File: src/rtl/rosc_meas_pkg.sv
// Shared types and default sizes for the ring-oscillator measurement stage.
package rosc_meas_pkg;

    localparam int DEF_CNT_W       = 16;
    localparam int DEF_WIN_W       = 16;
    localparam int DEF_SYNC_STAGES = 2;
    localparam int DRAIN_CYC       = DEF_SYNC_STAGES + 1;

    typedef enum logic [2:0] {
        ST_IDLE,
        ST_WARMUP,
        ST_COUNT,
        ST_DRAIN,
        ST_DONE
    } meas_state_e;

    // Drain must outlast the synchronizer so no in-flight edge leaks into the next run.
    function automatic int drain_cycles(input int sync_stages);
        return sync_stages + 1;
    endfunction

endpackage

File: src/rtl/rosc_sync_edge.sv
// Multi-flop synchronizer for the async oscillator output plus a one-cycle rising-edge pulse.
module rosc_sync_edge
    import rosc_meas_pkg::*;
#(
    parameter int SYNC_STAGES = DEF_SYNC_STAGES
) (
    input  logic CLK,
    input  logic RSTN,
    input  logic ASYNC_IN,
    output logic EDGE
);

    logic [SYNC_STAGES-1:0] sync_q, sync_d;
    logic                   prev_q, prev_d;

    always_comb begin
        sync_d = {sync_q[SYNC_STAGES-2:0], ASYNC_IN};
        prev_d = sync_q[SYNC_STAGES-1];
    end

    always_ff @(posedge CLK) begin
        if (!RSTN) begin
            sync_q <= '0;
            prev_q <= 1'b0;
        end else begin
            sync_q <= sync_d;
            prev_q <= prev_d;
        end
    end

    assign EDGE = sync_q[SYNC_STAGES-1] & ~prev_q;

endmodule

File: src/rtl/rosc_meas_counter.sv
// Enables a ring oscillator, counts its rising edges over a window of CLK cycles,
// and hands the saturating count to the consumer with a valid/ack handshake.
module rosc_meas_counter
    import rosc_meas_pkg::*;
#(
    parameter int CNT_W       = DEF_CNT_W,
    parameter int WIN_W       = DEF_WIN_W,
    parameter int SETTLE_CYC  = 8,
    parameter int SYNC_STAGES = DEF_SYNC_STAGES
) (
    input  logic             CLK,
    input  logic             RSTN,
    input  logic             ROSC_OUT,
    input  logic             MEAS_REQ,
    input  logic             MEAS_ABORT,
    input  logic [WIN_W-1:0] WIN_CYCLES,
    input  logic             MEAS_ACK,
    output logic             EN_ROSC,
    output logic             BUSY,
    output logic             MEAS_VALID,
    output logic [CNT_W-1:0] COUNT,
    output logic             OVERFLOW
);

    localparam int               DRAIN_N   = drain_cycles(SYNC_STAGES);
    localparam logic [WIN_W-1:0] SETTLE_LD = WIN_W'(SETTLE_CYC - 1);
    localparam logic [WIN_W-1:0] DRAIN_LD  = WIN_W'(DRAIN_N - 1);

    meas_state_e      state_q, state_d;
    logic [WIN_W-1:0] timer_q, timer_d;
    logic [WIN_W-1:0] win_q, win_d;
    logic [CNT_W-1:0] count_q, count_d;
    logic             overflow_q, overflow_d;
    logic             en_rosc_q, en_rosc_d;
    logic             busy_q, busy_d;
    logic             valid_q, valid_d;
    logic             edge_pulse;

    rosc_sync_edge #(.SYNC_STAGES(SYNC_STAGES)) u_sync (
        .CLK      (CLK),
        .RSTN     (RSTN),
        .ASYNC_IN (ROSC_OUT),
        .EDGE     (edge_pulse)
    );

    always_comb begin
        state_d    = state_q;
        timer_d    = timer_q;
        win_d      = win_q;
        count_d    = count_q;
        overflow_d = overflow_q;

        case (state_q)
            ST_IDLE: begin
                if (MEAS_REQ) begin
                    state_d    = ST_WARMUP;
                    win_d      = WIN_CYCLES;
                    timer_d    = SETTLE_LD;
                    count_d    = '0;
                    overflow_d = 1'b0;
                end
            end
            ST_WARMUP: begin
                if (timer_q == '0) begin
                    if (win_q == '0) begin
                        state_d = ST_DRAIN;
                        timer_d = DRAIN_LD;
                    end else begin
                        state_d = ST_COUNT;
                        timer_d = win_q - 1'b1;
                    end
                end else begin
                    timer_d = timer_q - 1'b1;
                end
            end
            ST_COUNT: begin
                if (edge_pulse) begin
                    if (&count_q) overflow_d = 1'b1;
                    else          count_d    = count_q + 1'b1;
                end
                if (timer_q == '0) begin
                    state_d = ST_DRAIN;
                    timer_d = DRAIN_LD;
                end else begin
                    timer_d = timer_q - 1'b1;
                end
            end
            ST_DRAIN: begin
                if (timer_q == '0) state_d = ST_DONE;
                else               timer_d = timer_q - 1'b1;
            end
            ST_DONE: begin
                if (MEAS_ACK) state_d = ST_IDLE;
            end
            default: state_d = ST_IDLE;
        endcase

        // Abort wins over every other transition; in DONE it is equivalent to an ack.
        if (MEAS_ABORT && state_q != ST_IDLE) state_d = ST_IDLE;

        en_rosc_d = (state_d == ST_WARMUP) || (state_d == ST_COUNT);
        busy_d    = (state_d != ST_IDLE);
        valid_d   = (state_d == ST_DONE);
    end

    always_ff @(posedge CLK) begin
        if (!RSTN) begin
            state_q    <= ST_IDLE;
            timer_q    <= '0;
            win_q      <= '0;
            count_q    <= '0;
            overflow_q <= 1'b0;
            en_rosc_q  <= 1'b0;
            busy_q     <= 1'b0;
            valid_q    <= 1'b0;
        end else begin
            state_q    <= state_d;
            timer_q    <= timer_d;
            win_q      <= win_d;
            count_q    <= count_d;
            overflow_q <= overflow_d;
            en_rosc_q  <= en_rosc_d;
            busy_q     <= busy_d;
            valid_q    <= valid_d;
        end
    end

    assign EN_ROSC    = en_rosc_q;
    assign BUSY       = busy_q;
    assign MEAS_VALID = valid_q;
    assign COUNT      = count_q;
    assign OVERFLOW   = overflow_q;

endmodule

File: config.mk
export PLATFORM = sky130hd
export DESIGN_NAME = rosc_meas_counter
export DESIGN_NICKNAME = d
export VERILOG_FILES = /design/src/rtl/rosc_meas_pkg.sv /design/src/rtl/rosc_sync_edge.sv /design/src/rtl/rosc_meas_counter.sv
export SDC_FILE = /design/constraint.sdc
export NUM_CORES = 1
export LEC_CHECK = 0
export BUFFER_PORTS_ARGS = -buffer_cell sky130_fd_sc_hd__buf_4
export CAP_MARGIN = 40
export CELL_PAD_IN_SITES_DETAIL_PLACEMENT = 0
export CELL_PAD_IN_SITES_GLOBAL_PLACEMENT = 1
export CORE_MARGIN = 10
export CORE_UTILIZATION = 38
export DETAILED_ROUTE_END_ITERATION = 10
export HOLD_SLACK_MARGIN = 0.03
export PLACE_DENSITY = 0.8
export SYNTH_ARGS = -nofsm -noshare
export SYNTH_HDL_FRONTEND = slang
export SYNTH_SLANG_ARGS = --single-unit
File: constraint.sdc
create_clock -name CLK -period 2.44 [get_ports CLK]
set_clock_uncertainty 0.15 [all_clocks]
set_input_delay 0.244 -clock CLK [delete_from_list [all_inputs] [get_ports CLK]]
set_output_delay 0.244 -clock CLK [all_outputs]
set_load 0.05 [all_outputs]
# Word-level counts from Yosys, hierarchy flattened
# Index checks and enable logic that the tools add are counted.
[totals]
input_bits = 22
elab_cells = 63
output_inout_bits = 20
regBits = 58
[classes]
n_reduce_logical = 14
bitwise = 2
addsub = 3
n_eq_ne = 12
n_mux = 22
[ops]
columns = ["op", "n"]
rows = [
  ["16-bit 2-to-1 mux", 8],
  ["16-bit one-hot mux with 4 select lines", 1],
  ["16-bit logical NOT", 2],
  ["16-bit one-hot mux with 2 select lines", 1],
  ["16-bit by 1-bit subtractor with 16-bit output (second input constant)", 2],
  ["3-bit 2-to-1 mux", 6],
  ["16-bit by 1-bit adder with 16-bit output (second input constant)", 1],
  ["16-bit AND reduction", 1],
  ["3-bit one-hot mux with 5 select lines", 1],
  ["2-bit != test (second input constant)", 5],
  ["3-bit by 2-bit equality test with 1-bit output (second input constant)", 3],
  ["4-bit AND reduction", 2],
  ["3-bit by 1-bit equality test with 1-bit output (second input constant)", 2],
  ["3-bit equality test (second input constant)", 2],
  ["3-bit nonzero test", 2],
  ["1-bit 2-to-1 mux", 4],
  ["4-bit nonzero test", 1],
  ["3-bit logical NOT", 1],
  ["3-bit AND reduction", 1],
  ["1-bit one-hot mux with 2 select lines", 1],
  ["2-bit AND reduction", 1],
  ["2-bit nonzero test", 1],
  ["1-bit bitwise AND", 1],
  ["1-bit logical AND", 1],
  ["2 further kinds", 2],
]

# Logic depth before layout (Yosys ltp)
[depth]
depth_word = 7
depth_mapped = 9
depth_no_buf = 8

# By module
# Synthesis repeated with hierarchy kept, for this count alone.
[unflattened]
cells_unflattened = 386
hier_area_um2 = 3175.5
[by_module_without_submodules]
columns = ["mod", "seq_area_each_um2", "area_each_um2", "n_inst", "cells_per_inst"]
rows = [
  ["rosc_meas_counter", 1101.1, 3083.0, 1, 379],
  ["rosc_sync_edge", 60.1, 92.6, 1, 7],
]

# Worst setup path after synthesis
# No wires, ideal clock.
[synth_timing]
path_type = "register to register"
from = "register count_q[3], in the netlist COUNT[3]"
to = "register count_q[2], in the netlist COUNT[2]"
t_required_ps = 2170
setup_ps = 120
n_path_buf = 2
synth_period_minus_slack_ps = 2531
slack_ps = -91
path_stages_with_launch = 9
t_arrival_ps = 2261
cell_sequence = "dfxtp_1 -> and4_1 -> clkbuf_1 -> nand4_1 -> o21ai_1 -> clkbuf_1 -> a21boi_0 -> xnor2_1 -> nor2_1"
[synth_via]
elab_chain_len = 3
[synth_lines]
columns = ["element", "line_no", "source"]
rows = [
  ["start, declared", "rosc_meas_counter.sv:32", "logic [CNT_W-1:0] count_q, count_d;"],
  ["start signal, assigned", "rosc_meas_counter.sv:120", "count_q <= count_d;"],
  ["16-bit AND reduction", "rosc_meas_counter.sv:78", "if (&count_q) overflow_d = 1'b1;"],
  ["2-bit != test (no source line)", "n/a", ""],
  ["4-bit AND reduction (no source line)", "n/a", ""],
]
# Every way passes these cells.
# A chain may end at the register's enable or synchronous reset.

# Worst setup path in the final report
[layout_timing]
from = "register timer_q[0]"
to = "register timer_q[12]"
[layout_via]
elab_chain_len = 3
word_cells_on_any_way = 8
cone_classes = "add/sub: 1; eq/ne: 1; mux: 4; reduce/logical: 2"
[layout_lines]
columns = ["element", "line_no", "source"]
rows = [
  ["start, declared", "rosc_meas_counter.sv:30", "logic [WIN_W-1:0] timer_q, timer_d;"],
  ["start signal, assigned", "rosc_meas_counter.sv:118", "timer_q <= timer_d;"],
  ["16-bit by 1-bit subtractor with 16-bit output / 16-bit logical NOT (equally long branches)", "n/a", ""],
  ["16-bit 2-to-1 mux (tied with other cells)", "rosc_meas_counter.sv:89", "if (timer_q == '0) state_d = ST_DONE;"],
  ["16-bit one-hot mux with 4 select lines / 3-bit AND reduction (equally long branches)", "n/a", ""],
]
# Several ways; a longest one is shown, not always the timed one. The select of a mux whose other input is x is not followed.

==> impl_results.md <==
* Final Hold Violating Endpoints at 0
* Layout Utilization at 0.520
* First-pass GRT wire length at ~15000 µm
* Initial DRC Count at ~140
* Die footprint at 12500 µm²
* Final GP Congestion at between 0.8 and 0.9
* Die height at ~110 µm
* Die W at 112 µm
* CTS sink cnt at 58
* Reg2reg path depth at 8
* Dpl hpwl at 6540 µm
* Crit path time final at around 2.4 ns
* Top post-synthesis cells by area: dfxtp_1 (36%), nand2_1 (6.7%), xnor2_1 (6.0%)
* Antenna violations before repair at 0
* Crit end category: register
* Syn Nets at 429
* Fillers at 798
* FMAX at between 400 and 500 MHz
* Hold_sp: RSTN
* Worst Hold Class: in -> reg
* Gate power share at 0.334
* Synth warn at 0
* Tot Pwr at 3.02 mW
* Drt total wl at between 8000 and 9000 µm
* Drt first pass iters at 4
* Switching share of power at 0.340
* Cts bufs inserted at 9
* Clock tree buffer depth at 2
* I/O pin cnt at between 40 and 50
* Maximum vdd drop at ~0.37 mV
* P_leak at 1.68 nW
* Area Growth Syn to Fin at 33.8%
* Core area at ~8000 µm²
* Via count at about 3200
* Synthesized area per cell at slightly below 8 µm²
* FF-to-FF setup slack at around 0.068 ns
* RSZ-0062 raised after global routing: true
* Synth area leader: dfxtp_1
* Mapped Cells at a little over 400
* Power share of the sequential group at 0.354
* I/O Buffers at between 40 and 50
* Residual DRC at 0
* Cell Chain, Critical Path: inv_2 > ha_4 > or4b_4 > nor3_4 > nand3_4 > or3_4 > nand2b_4 > o211ai_2
* Clock edge transition at the registers on the reported setup and hold paths at approximately 0.07 ns
* TritonCTS clock tree: done
* Vias in the first global route at 2973
* Post-route ant nets at 0
* Worst-path fanout max at 8
* Crit share post-route at 0.972
* Synthesized cell area at between 3000 and 4000 µm²
* Antenna cells at 0
* Register area share after synthesis at 0.363
* Setup crit start kind: register
* Max stage delay cell, worst path: or4b_4
* Worst slew margin at 0.603
* WHS at ~0.077 ns
* GRT overflow at 0
* # H-tree levels at 3
* WP data required at roughly 2.6 ns
* Post-synth top area share at 0.363
* Fin Setup TNS at 0 ns
* CP top delay family: simple AND/OR/NAND/NOR gates
* WHS Path Cells at 2
* Async set or reset register ratio after synthesis at 0
* DP Worst Slack at roughly 0.11 ns
* Power density cells at between 700 and 800 nW/µm²
* Crit path kind: reg -> reg
* Max incr delay on CP at about 0.50 ns
* Register bit total from synthesis at between 50 and 60
* Skew-Pair Late Insertion Delay at 0.34 ns
* Layout cell share with drive strength beyond 1 at 0.248
* CP Data Arrival Time at roughly 2.5 ns
* Net switching power at 1.03 mW
* Via-to-Cell Ratio at roughly 5.3
* Run status: finished, final reports clean
* Setup Viol. Count Final at 0
* # rows at 33
* # nets final at 520
* Clock share of power at 0.312
* Crit Reg-Reg Endpoint: timer_q[12]
* Bufs and invs on worst path at 1
* FF-to-FF Start: timer_q[0]
* Yosys cell types at just under 60
* Max_cap viols at 0
* Ys flop type: dfxtp_1
* Starting Density at 0.389
* Internal cell power at roughly 2.0 mW
* Root Buffer Master: clkbuf_8
* EDFF count, synth at 0
* Tot GR Track Use at 0.139
* Fin worst setup slack at between 0.06 and 0.07 ns
* Final Max Tran Viols at 0
* WL per Instance at around 15 µm
* Largest net degree at the start of global routing at 29
* Actual slew at the worst max-slew pin at 0.580 ns
* Hold EP: BUSY
## state kept, by name, indices dropped and copies added (netlist names), 2 cells and up
register       flops
timer_q           16
win_q             16
u_sync.sync_q      2
COUNT             16
state_q            3
## per-layer routing
layer	global-route usage	wire, µm	vias to the layer above
met5	0	0	-
met4	0.0394	74	0
met3	0.0429	567	8
met2	0.209	4010	84
met1	0.187	4340	1481
li1	-	-	1623
## repair_timing
| action | 4_1_cts | 5_1_grt |
|---|---|---|
| setup endpoints to repair | 0 | 9 |
| hold endpoints to repair | 20 | 0 |
| hold buffers | 18 | 0 |
| buffers inserted | 0 | 4 |
| resized for setup | 0 | 6 |
## synth_stat cells (2+ instances only)
master     n
dfxtp_1   58
nand2_1   57
nor2_1    43
a21oi_1   34
xnor2_1   22
nor3_1    20
clkbuf_1  17
nand3_1   11
nand4_1   11
o21ai_0   11
xor2_1     9
a211oi_1   8
inv_1      8
nor4_1     7
and2_1     6
or3_1      6
a31oi_1    5
o211ai_2   5
o21ai_1    5
nand2b_1   4
or4_1      4
a22oi_1    3
and3_1     3
ha_1       3
nor3b_1    3
and4_1     2
buf_2      2
nand3b_1   2
nor3_4     2
nor4b_1    2
o211ai_1   2
o21ai_2    2
o21bai_1   2
## layout by cell type, fill, tap and decap left out, types with 6 or more instances in the layout
cell type / Yosys / routed
dlygate4sd3_1: 0 / 18
and2_1: 6 / 6
nand4_1: 11 / 11
clkbuf_8: 0 / 11
inv_1: 8 / 6
xor2_1: 9 / 9
xnor2_1: 22 / 22
dfxtp_1: 58 / 53
a21oi_1: 34 / 34
nor3_1: 20 / 20
a211oi_1: 8 / 8
nand2_1: 57 / 57
nor4_1: 7 / 7
buf_4: 0 / 82
nand3_1: 11 / 11
nor2_1: 43 / 43
o21ai_0: 11 / 11
## stage by stage
stage	area [µm²]	std cells
2_1_floorplan	3200	404
3_3_place_gp	3830	567
3_5_place_dp	3830	567
4_1_cts	4230	601
5_1_grt	4280	605
6_report	4280	605
## worst max-delay path by stage
stage	startpoint	end	slack [ns]	depth (start not counted)
5_1_grt	timer_q[0]	timer_q[4]	-0.04	8
2_1_floorplan	COUNT[1]	COUNT[2]	0.04	7
3_3_place_gp	timer_q[0]	timer_q[7]	0.16	8
3_5_place_dp	timer_q[0]	timer_q[12]	0.11	8
6_report	timer_q[0]	timer_q[12]	0.07	8
4_1_cts	timer_q[0]	timer_q[12]	0.09	8
## logic make-up after synthesis
family | count (synthesis) | share of synthesized area
AND/OR/NAND/NOR | 193 | 0.317
AO/OA/AOI/OAI | 89 | 0.181
adder cells (fa/ha/maj) | 4 | 0.0149
flip-flops | 58 | 0.363
buffers and inverters | 28 | 0.0360
XOR/XNOR | 31 | 0.0849
multiplexers | 1 | 0.00313
## cell type report
| class | count | area (µm²) | share of cell area |
|---|---|---|---|
| Clock buffer | 11 | 151 | 0.0354 |
| Clock inverter | 5 | 62.6 | 0.0146 |
| Inverter | 8 | 30.0 | 0.00702 |
| Multi-Input combinational cell | 318 | 1940 | 0.453 |
| Sequential cell | 58 | 1170 | 0.273 |
| Tap cell | 105 | 131 | 0.0307 |
| Timing Repair Buffer | 100 | 796 | 0.186 |
## power by group through the flow
stage / logic [mW] / registers [mW] / clock network (mW)
floorplan: 0.563 / 1.10 / 0
global route: 1.10 / 1.08 / 1.01
CTS: 0.963 / 1.07 / 0.971
detailed placement: 0.936 / 1.09 / 0
finish: 1.01 / 1.07 / 0.943
global placement: 0.933 / 1.08 / 0
## worst register-to-register path, stage by stage (launching register included)
cell	delay, ns
dfxtp_2	0.32
inv_2	0.07
ha_4	0.14
or4b_4	0.50
nor3_4	0.27
nand3_4	0.11
or3_4	0.35
nand2b_4	0.22
o211ai_2	0.18
Power figures use the tool's default switching activity.
